`src/rtl/stream_mux_rr.sv`:
```
// stream_mux_rr: N-channel valid/ready stream multiplexer with a single-entry
// registered output stage. The arbiter picks one requesting channel per cycle
// by round-robin, fixed priority or a forced select. The output register
// refills in the same cycle it drains, so a full stream runs without bubbles.
module stream_mux_rr #(
    parameter int NCH       = 4,
    parameter int DW        = 8,
    parameter int FIXED_PRI = 0,
    parameter int CW        = $clog2(NCH)
) (
    input  logic                clk,
    input  logic                rst,
    input  logic [NCH-1:0]      in_valid,
    input  logic [NCH*DW-1:0]   in_data,
    output logic [NCH-1:0]      in_ready,
    input  logic                force_en,
    input  logic [CW-1:0]       force_sel,
    output logic                out_valid,
    output logic [DW-1:0]       out_data,
    output logic [CW-1:0]       out_ch,
    input  logic                out_ready
);

    logic [CW-1:0]  r_ptr;
    logic           r_out_valid;
    logic [DW-1:0]  r_out_data;
    logic [CW-1:0]  r_out_ch;

    logic [NCH-1:0] w_grant;
    logic           w_found;
    logic [CW:0]    w_idx;
    logic           w_any;
    logic [CW-1:0]  w_gidx;
    logic [DW-1:0]  w_gdata;
    logic           w_ld;
    logic [CW-1:0]  w_ptr_next;

    // The output stage can take a beat when it is empty or being drained now.
    assign w_ld = !r_out_valid || out_ready;

    // Arbiter: one-hot-or-zero grant from force, fixed-priority or round-robin.
    always_comb begin
        w_grant = '0;
        w_found = 1'b0;
        w_idx   = '0;
        if (force_en) begin
            // Out-of-range forced selects grant nothing.
            if ({1'b0, force_sel} < (CW+1)'(NCH)) begin
                w_grant[force_sel] = in_valid[force_sel];
            end else begin
                w_grant = '0;
            end
        end else if (FIXED_PRI != 0) begin
            for (int i = 0; i < NCH; i++) begin
                if (!w_found && in_valid[i]) begin
                    w_grant[i] = 1'b1;
                    w_found    = 1'b1;
                end else begin
                    w_found    = w_found;
                end
            end
        end else begin
            // Search ptr, ptr+1, ... wrapping modulo NCH.
            for (int k = 0; k < NCH; k++) begin
                w_idx = {1'b0, r_ptr} + (CW+1)'(k);
                if (w_idx >= (CW+1)'(NCH)) begin
                    w_idx = w_idx - (CW+1)'(NCH);
                end else begin
                    w_idx = w_idx;
                end
                if (!w_found && in_valid[w_idx[CW-1:0]]) begin
                    w_grant[w_idx[CW-1:0]] = 1'b1;
                    w_found                = 1'b1;
                end else begin
                    w_found                = w_found;
                end
            end
        end
    end

    // Encode the granted channel index and pick its data.
    always_comb begin
        w_any   = |w_grant;
        w_gidx  = '0;
        w_gdata = '0;
        for (int i = 0; i < NCH; i++) begin
            if (w_grant[i]) begin
                w_gidx  = CW'(i);
                w_gdata = in_data[i*DW +: DW];
            end else begin
                w_gidx  = w_gidx;
            end
        end
    end

    // Pointer moves just past the winner, wrapping after the last channel.
    always_comb begin
        if (w_gidx == CW'(NCH-1)) begin
            w_ptr_next = '0;
        end else begin
            w_ptr_next = w_gidx + CW'(1);
        end
    end

    // Accept strobe: only the granted channel, only while the stage can load,
    // and never while reset is asserted.
    always_comb begin
        if (rst || !w_ld) begin
            in_ready = '0;
        end else begin
            in_ready = w_grant;
        end
    end

    // Output stage and round-robin pointer state.
    always_ff @(posedge clk) begin
        if (rst) begin
            r_out_valid <= 1'b0;
            r_out_data  <= '0;
            r_out_ch    <= '0;
            r_ptr       <= '0;
        end else if (w_ld) begin
            if (w_any) begin
                r_out_valid <= 1'b1;
                r_out_data  <= w_gdata;
                r_out_ch    <= w_gidx;
                // Forced and fixed-priority transfers leave the pointer alone.
                if (!force_en && (FIXED_PRI == 0)) begin
                    r_ptr <= w_ptr_next;
                end else begin
                    r_ptr <= r_ptr;
                end
            end else begin
                r_out_valid <= 1'b0;
            end
        end else begin
            r_out_valid <= r_out_valid;
        end
    end

    assign out_valid = r_out_valid;
    assign out_data  = r_out_data;
    assign out_ch    = r_out_ch;

endmodule

```
`config.mk`:
```
export PLATFORM = sky130hd
export DESIGN_NAME = stream_mux_rr
export DESIGN_NICKNAME = d
export VERILOG_FILES = /design/src/rtl/stream_mux_rr.sv
export SDC_FILE = /design/constraint.sdc
export NUM_CORES = 1
export LEC_CHECK = 0
export CAP_MARGIN = 20
export CORE_MARGIN = 2
export CORE_UTILIZATION = 46
export CTS_CLUSTER_SIZE = 25
export DETAILED_ROUTE_END_ITERATION = 6
export PLACE_DENSITY = 0.93
export SKIP_CTS_REPAIR_TIMING = 1
export SYNTH_ARGS = -nofsm -noshare
export SYNTH_HDL_FRONTEND = slang
export SYNTH_SLANG_ARGS = --single-unit
export TNS_END_PERCENT = 10
```
`constraint.sdc`:
```
create_clock -name clk -period 7.8 [get_ports clk]
set_clock_uncertainty 0.15 [all_clocks]
set_input_delay 1.56 -clock clk [delete_from_list [all_inputs] [get_ports clk]]
set_output_delay 1.56 -clock clk [all_outputs]
set_load 0.1 [all_outputs]
```
Word-level counts from Yosys, hierarchy flattened
Cells that the tools add are included.
{"block": "totals", "register_bits": 13}
{"block": "op_classes", "reduce_logical": 18, "bitwise": 5, "mux": 52, "n_lt_le_gt_ge": 14, "n_eq_ne": 1, "add_sub_neg": 8}
{"cell": "4-bit two-way mux", "n": 9}
{"cell": "8-bit two-way mux", "n": 4}
{"cell": "2-bit two-way mux", "n": 11}
{"cell": "1-bit two-way mux", "n": 18}
{"cell": "2-bit by 3-bit < comparator with 1-bit output, second input constant", "n": 5}
{"cell": "4-bit bitwise OR", "n": 3}
{"cell": "1-bit binary-select mux with 2-bit select", "n": 5}
{"cell": "1-bit demux with 2-bit select", "n": 5}
{"cell": "2-bit by 1-bit >= comparator with 1-bit output, second input constant", "n": 5}
{"cell": "3-bit >= comparator, second input constant", "n": 3}
{"cell": "1-bit logical AND", "n": 8}
{"cell": "2-bit by 1-bit subtractor with 2-bit output, second input constant", "n": 4}
{"cell": "2-bit by 2-bit adder with 3-bit output, second input constant", "n": 2}
{"cell": "1-bit zero test", "n": 5}
{"cell": "4-bit bitwise AND", "n": 1}
{"cell": "4-bit OR reduction", "n": 1}
{"cell": "2-bit by 1-bit adder with 3-bit output, second input constant", "n": 1}
{"cell": "2-bit by 3-bit >= comparator with 1-bit output, second input constant", "n": 1}
{"cell": "3-bit AND reduction", "n": 1}
{"cell": "2-bit by 1-bit adder with 2-bit output, second input constant", "n": 1}
{"cell": "2-bit equality test, second input constant", "n": 1}
{"cell": "1-bit logical OR", "n": 2}
{"cell": "2-bit AND reduction", "n": 1}
{"cell": "1-bit NOT", "n": 1}

Longest topological paths before layout
Gate-level depths: netlist (run 1).
{"block": "depth", "depth_word": 24, "depth_mapped": 11, "depth_no_buf": 9}

Worst setup path before layout (run 1)
No wires, ideal clock.
{"block": "synth_timing", "kind": "input to output", "startpoint": "in in_valid[3]", "endpoint": "out in_ready[2]", "arrival_ns": 4.439, "setup_slack_ns": 1.651, "required_time_ns": 6.090, "path_stages": 6, "path_cell_list": "mux4_2 > buf_2 > o41ai_2 > or2_2 > buf_4 > nor2b_1"}
{"block": "synth_between", "elab_chain_cells": 17, "word_cells_on_any_way": 35, "classes_between": "mux: 25; bitwise: 4; reduce/logical: 6"}
{"item": "start, declared", "line": "13", "rtl": "input logic [NCH-1:0] in_valid,"}
{"item": "1-bit binary-select mux with 2-bit select", "line": "71", "rtl": "if (!w_found && in_valid[w_idx[CW-1:0]]) begin"}
{"item": "1-bit two-way mux (implied by the code)", "line": "71"}
{"item": "1-bit two-way mux", "line": "71"}
{"item": "1-bit two-way mux", "line": "46", "rtl": "if (force_en) begin"}
{"item": "1-bit zero test", "line": "71"}
{"item": "1-bit logical AND", "line": "71"}
{"item": "1-bit two-way mux", "line": "71"}
{"item": "1-bit two-way mux", "line": "46"}
{"item": "1-bit zero test", "line": "71"}
{"item": "1-bit logical AND", "line": "71"}
{"item": "1-bit two-way mux", "line": "71"}
{"item": "1-bit two-way mux", "line": "46"}
{"item": "1-bit zero test", "line": "71"}
{"item": "1-bit logical AND", "line": "71"}
{"item": "4-bit two-way mux", "line": "71"}
{"item": "4-bit two-way mux *", "line": "46"}
{"item": "4-bit two-way mux *", "line": "108", "rtl": "if (rst || !w_ld) begin"}
{"item": "end, declared", "line": "15", "rtl": "output logic [NCH-1:0] in_ready,"}
Every way passes the cells marked *; elsewhere a longest branch is shown, timed or not. The select of a mux whose other input is x is not followed.

Final worst setup path (run 1)
{"block": "layout_timing", "startpoint": "in in_valid[2]", "endpoint": "out in_ready[3]"}
The elaborated chain is that of the path after synthesis.

==> results of run 1 <==
## worst min-delay path: stages (launching register included)
cell and delay, ns:
dfxtp_1 0.31, o21ai_1 0.06, a21oi_1 0.06
## sequential cells by signal, summed over array words and instances, names as in the netlist
register,cells
out_data,8
out_valid,1
out_ch,2
r_ptr,2
## layer usage
metal	wire length, µm	share of wire, %	track usage [%]
met3	357	9.3	5.22
met5	0	0	0
met4	38	0.99	7.31
met1	1590	41	32.7
met2	1840	48	40.7
## layout make-up
class | instances | area [µm²] | area share (%)
multi-input cells | 110 | 980 | 51.4
well taps | 31 | 38.8 | 2.04
flip-flops and latches | 13 | 260 | 13.7
repair buffers | 57 | 573 | 30.1
clock buffers | 4 | 26.3 | 1.38
inverters | 7 | 26.3 | 1.38
## cells by family after synthesis
kind of cell / count (synthesis) / synth area share [%]
buffers and inverters: 17 / 6.15
muxes: 6 / 8.33
DFF: 13 / 19.7
AOI/OAI and AO/OA: 58 / 40.2
adders and majority gates: 6 / 5.68
and+or+nand+nor: 40 / 19.9
## power by group
part	switching [mW]	leakage, nW	internal [mW]	total (mW)
sequential	0.0176	0.107	0.0868	0.104
combinational	0.292	0.596	0.144	0.436
clock	0.0248	0.0150	0.0199	0.0447
## synth_stat cells, drive strengths merged, types with 2 or more instances
master   n
o41ai    9
nor2    13
dfxtp   13
nand3b   5
a22o     2
a41oi    2
a21oi   16
o21ai    3
o31ai    2
o211ai   9
mux4     4
buf      5
nand2    4
nand3    2
mux2i    2
ha       6
nand2b   2
a221o   10
inv      6
clkbuf   5
nor2b    6
## path summary, 6_finish.rpt
kind	start	to	slack (ns)	cells past startpoint
setup / recovery	in_valid[2]	in_ready[3]	1.34	7
hold / removal	out_ch[0]	out_ch[0]	0.33	2
setup reg to reg	r_ptr[0]	out_ch[0]	4.19	10
hold reg to reg	out_ch[0]	out_ch[0]	0.33	2
## stage by stage
step	setup slack [ns]	total power, mW	cells	util, %	cell area (µm²)
after global placement	1.46	0.520	217	68.1	1860
final	1.34	0.585	222	69.7	1900
after detailed placement	1.41	0.529	217	68.1	1860
after global routing	1.22	0.616	222	69.7	1900
after floorplan	1.65	0.440	140	-	1320
after CTS	1.39	0.573	221	69.1	1890
==> results.sh, run 1 <==
export IMPL_worstSetupEndpointType="output pin"
export IMPL_timing_final_hold_violations=0
export IMPL_grt_pass1_wl_mm=6.49
export IMPL_netlist_instances=140
export IMPL_worst_ep_required_time_ns=6.09
export IMPL_antenna_found_initial=0
export IMPL_rsz0062_at_grt="false"
export IMPL_drtPass1Iterations=4
export IMPL_core_area_mm2=0.00273
export IMPL_final_cell_mix="clkdlybuf4s50_1 (55), a21oi_1 (16), nor2_1 (13), dfxtp_1 (13), a221o_1 (10)"
export IMPL_finalCritPeriodShare_pct=82.8
export IMPL_post_route_min_period_ns=6.46
export IMPL_syn_area_mm2=0.00132
export IMPL_crit_top_cell="clkdlybuf4s50_1"
export IMPL_cp_slowest_stage_delay_ns=1.15
export IMPL_powerDensity_mw_per_mm2=307
export IMPL_yosysUniqueCellTypes=41
export IMPL_max_vdd_ir_drop_mv=0.249
export IMPL_area_growth_pct=44.1
export IMPL_synth_seq_cells=13
export IMPL_yosysSeqAreaShare_pct=19.7
export IMPL_drt_total_wl_mm=3.83
export IMPL_start_util_pct=48.3
export IMPL_tightest_slew_ns=0.990
export IMPL_finalNetCount=240
export IMPL_outcome="completed"
export IMPL_dieArea_mm2=0.00332
export IMPL_critPathTopFamily="buffers and inverters"
export IMPL_nFillCells=172
export IMPL_cts_tree="built"
export IMPL_setup_tns_ns=0
export IMPL_p_leak_nw=0.718
export IMPL_crit_buf_inv=2
export IMPL_synth_async_reset_ratio_pct=0
export IMPL_synth_area_per_cell_um2=9.44
export IMPL_cts_root_buffer="clkbuf_4"
export IMPL_cts_clk_slew_worst_paths_ns=0.08
export IMPL_crit_path_start_kind="input pin"
export IMPL_drv_slew=0
export IMPL_path_cells="clkdlybuf4s50_1 > mux4_2 > nand3b_1 > a221o_1 > and2_1 > nor2_1 > clkdlybuf4s50_1"
export IMPL_io_pin_count=57
export IMPL_grt_max_degree=23
export IMPL_place_gp_congestion=0.806
export IMPL_clock_sinks=13
export IMPL_synth_top_area_share_pct=19.7
export IMPL_grt_pass1_vias=1383
export IMPL_place_detailed_hpwl_mm=2.87
export IMPL_yosysWarningCount=0
export IMPL_drt_iter0_markers=69
export IMPL_final_common_cell="clkdlybuf4s50_1"
export IMPL_max_freq_ghz=0.155
export IMPL_route_antenna_remaining_nets=0
export IMPL_min_path_type="register to register"
export IMPL_syn_nets=188
export IMPL_crit_fanout=10
export IMPL_cts_buffers=3
export IMPL_slew_headroom_pct=33.8
export IMPL_crit_arrival_ns=4.75
export IMPL_synth_edff_count=0
export IMPL_cts_buffer_depth=2
export IMPL_clkLatencyLatePin_ns=0.29
export IMPL_drc_errors=0
export IMPL_layout_drive_gt1_share_pct=13.6
export IMPL_yosysTopAreaCell="dfxtp_1"
export IMPL_whs_ns=0.333
export IMPL_synthTopCellsByArea="dfxtp_1 (20%), o41ai_2 (11%), a221o_1 (7.6%)"
export IMPL_critPathKind="input pin to output pin"
export IMPL_dieHeight_um=57.6
export IMPL_synth_main_ff_cell="dfxtp_1"
export IMPL_die_w_um=57.6
export IMPL_htreeDepth=1
export IMPL_track_usage_pct=24.8
export IMPL_wl_per_cell_um=17.2
export IMPL_gr_total_overflow=0
export IMPL_port_buffers=56
export IMPL_via_per_inst=6.43
export IMPL_slowest_stage="clkdlybuf4s50_1"
export IMPL_setup_violations=0
export IMPL_via_count=1427
export IMPL_max_cap_violations=0
export IMPL_num_antenna_cells=0
export IMPL_std_cell_rows=19
Note: power is estimated with default switching activity, not from simulation.
==> inputs of run 2 (changes only) <==
Settings changed: CORE_UTILIZATION 46 to 38, PLACE_DENSITY 0.93 to 0.83.
Clock period 7.8 ns to 5.9 ns, I/O delays scaled along.
==> results.sh, run 2 (same netlist as run 1, synthesis figures left out) <==
export IMPL_outcome="completed"
export IMPL_clkLatencyLatePin_ns=0.29
export IMPL_cts_tree="built"
export IMPL_crit_fanout=13
export IMPL_drtPass1Iterations=4
export IMPL_drt_iter0_markers=59
export IMPL_r2r_end="r_ptr[1]"
export IMPL_crit_start="in_valid[1]"
export IMPL_dieArea_mm2=0.00396
export IMPL_port_buffers=56
export IMPL_dieHeight_um=63.0
export IMPL_worstSetupEndpointType="output pin"
export IMPL_timing_final_hold_violations=0
export IMPL_grt_pass1_wl_mm=6.20
export IMPL_whs_ns=0.345
export IMPL_crit_arrival_ns=3.72
export IMPL_slew_headroom_pct=32.3
export IMPL_drv_slew=0
export IMPL_cts_root_buffer="clkbuf_4"
export IMPL_finalCritPeriodShare_pct=85.5
export IMPL_rrSetupSlack_ns=2.23
export IMPL_tightest_slew_ns=1.01
export IMPL_wl_per_cell_um=15.9
export IMPL_worst_ep_required_time_ns=4.57
export IMPL_num_antenna_cells=0
export IMPL_track_usage_pct=19.8
export IMPL_rsz0062_at_grt="false"
export IMPL_cts_buffer_depth=2
export IMPL_cts_buffers=3
export IMPL_rr_worst_depth=10
export IMPL_io_pin_count=57
export IMPL_cts_clk_slew_worst_paths_ns=0.10
export IMPL_via_count=1353
export IMPL_r2r_start="r_ptr[0]"
export IMPL_die_w_um=63.0
export IMPL_htreeDepth=1
export IMPL_route_antenna_remaining_nets=0
export IMPL_largest_register_ffs=8
export IMPL_start_util_pct=39.6
export IMPL_post_route_min_period_ns=5.05
export IMPL_max_freq_ghz=0.198
export IMPL_finalNetCount=240
export IMPL_layout_drive_gt1_share_pct=15.7
export IMPL_setup_tns_ns=0
export IMPL_grt_pass1_vias=1253
export IMPL_powerDensity_mw_per_mm2=400
export IMPL_drc_errors=0
export IMPL_std_cell_rows=21
export IMPL_final_common_cell="clkdlybuf4s50_1"
export IMPL_place_gp_congestion=0.785
export IMPL_min_path_type="register to register"
export IMPL_via_per_inst=5.71
export IMPL_max_cap_violations=0
export IMPL_final_cell_area_mm2=0.00191
export IMPL_grt_max_degree=17
export IMPL_final_cell_mix="clkdlybuf4s50_1 (52), a21oi_1 (16), nor2_1 (13), dfxtp_1 (13), a221o_1 (10)"
export IMPL_place_area_mm2=0.00188
export IMPL_critPathKind="input pin to output pin"
export IMPL_place_detailed_hpwl_mm=2.85
export IMPL_gr_total_overflow=0
export IMPL_core_area_mm2=0.00334
export IMPL_p_leak_nw=0.724
export IMPL_crit_path_end="in_ready[2]"
export IMPL_drt_total_wl_mm=3.77
export IMPL_area_growth_pct=44.5
export IMPL_antenna_found_initial=0
export IMPL_setup_violations=0
export IMPL_max_vdd_ir_drop_mv=0.224
export IMPL_crit_path_start_kind="input pin"
export IMPL_clock_sinks=13
-- run 2: how the worst min path moves through the flow --
| stage | startpoint | to | slack (ns) | depth (start not counted) |
|---|---|---|---|---|
| after floorplan | r_ptr[1] | r_ptr[1] | 0.37 | 2 |
| after global placement | out_ch[1] | out_ch[1] | 0.32 | 2 |
| after detailed placement | out_ch[1] | out_ch[1] | 0.32 | 2 |
| after CTS | out_ch[1] | out_ch[1] | 0.34 | 2 |
| after global routing | out_ch[1] | out_ch[1] | 0.36 | 2 |
| final | out_ch[1] | out_ch[1] | 0.34 | 2 |
-- run 2: cell type report --
class	count	area, µm²
fillers	292	1430
clock buffers	3	22.5
repair buffers	57	558
multi-input cells	110	980
well taps	46	57.6
clock inverters	1	5.00
inverters	7	26.3
flip-flops and latches	13	260
-- run 2: worst max-delay path: stages --
cell	delay (ns)
clkdlybuf4s50_1	0.50
mux4_2	0.64
o41ai_2	0.50
or2_2	0.39
nor2b_1	0.18
buf_4	0.31
-- run 2: report_power, final --
group | switching, mW | internal [mW]
Clock | 0.0357 | 0.0253
Combinational | 0.383 | 0.185
Sequential | 0.0212 | 0.115
-- run 2: per-layer routing --
layer	global-route usage [%]	routed length [µm]	share of wire, %
met5	0	0	0
met4	6.67	53	1.4
met3	3.60	177	4.7
met2	32.4	1900	50
met1	26.0	1640	43
-- run 2: metrics by stage --
stage                     power [mW]  util (%)  setup slack [ns]  cells
final                          0.765      57.2             0.855    237
after global routing           0.804      57.2             0.712    237
after CTS                      0.766      57.2             0.872    237
after detailed placement       0.702      56.4             0.868    233
after global placement         0.698      56.4             0.916    233
after floorplan                0.581         -             0.511    140
==> inputs of run 3 (changes only) <==
Settings changed: SLEW_MARGIN from default to 0.
==> results of run 3 <==
No change in the layout: final DEF, timing and power equal those of run 2.
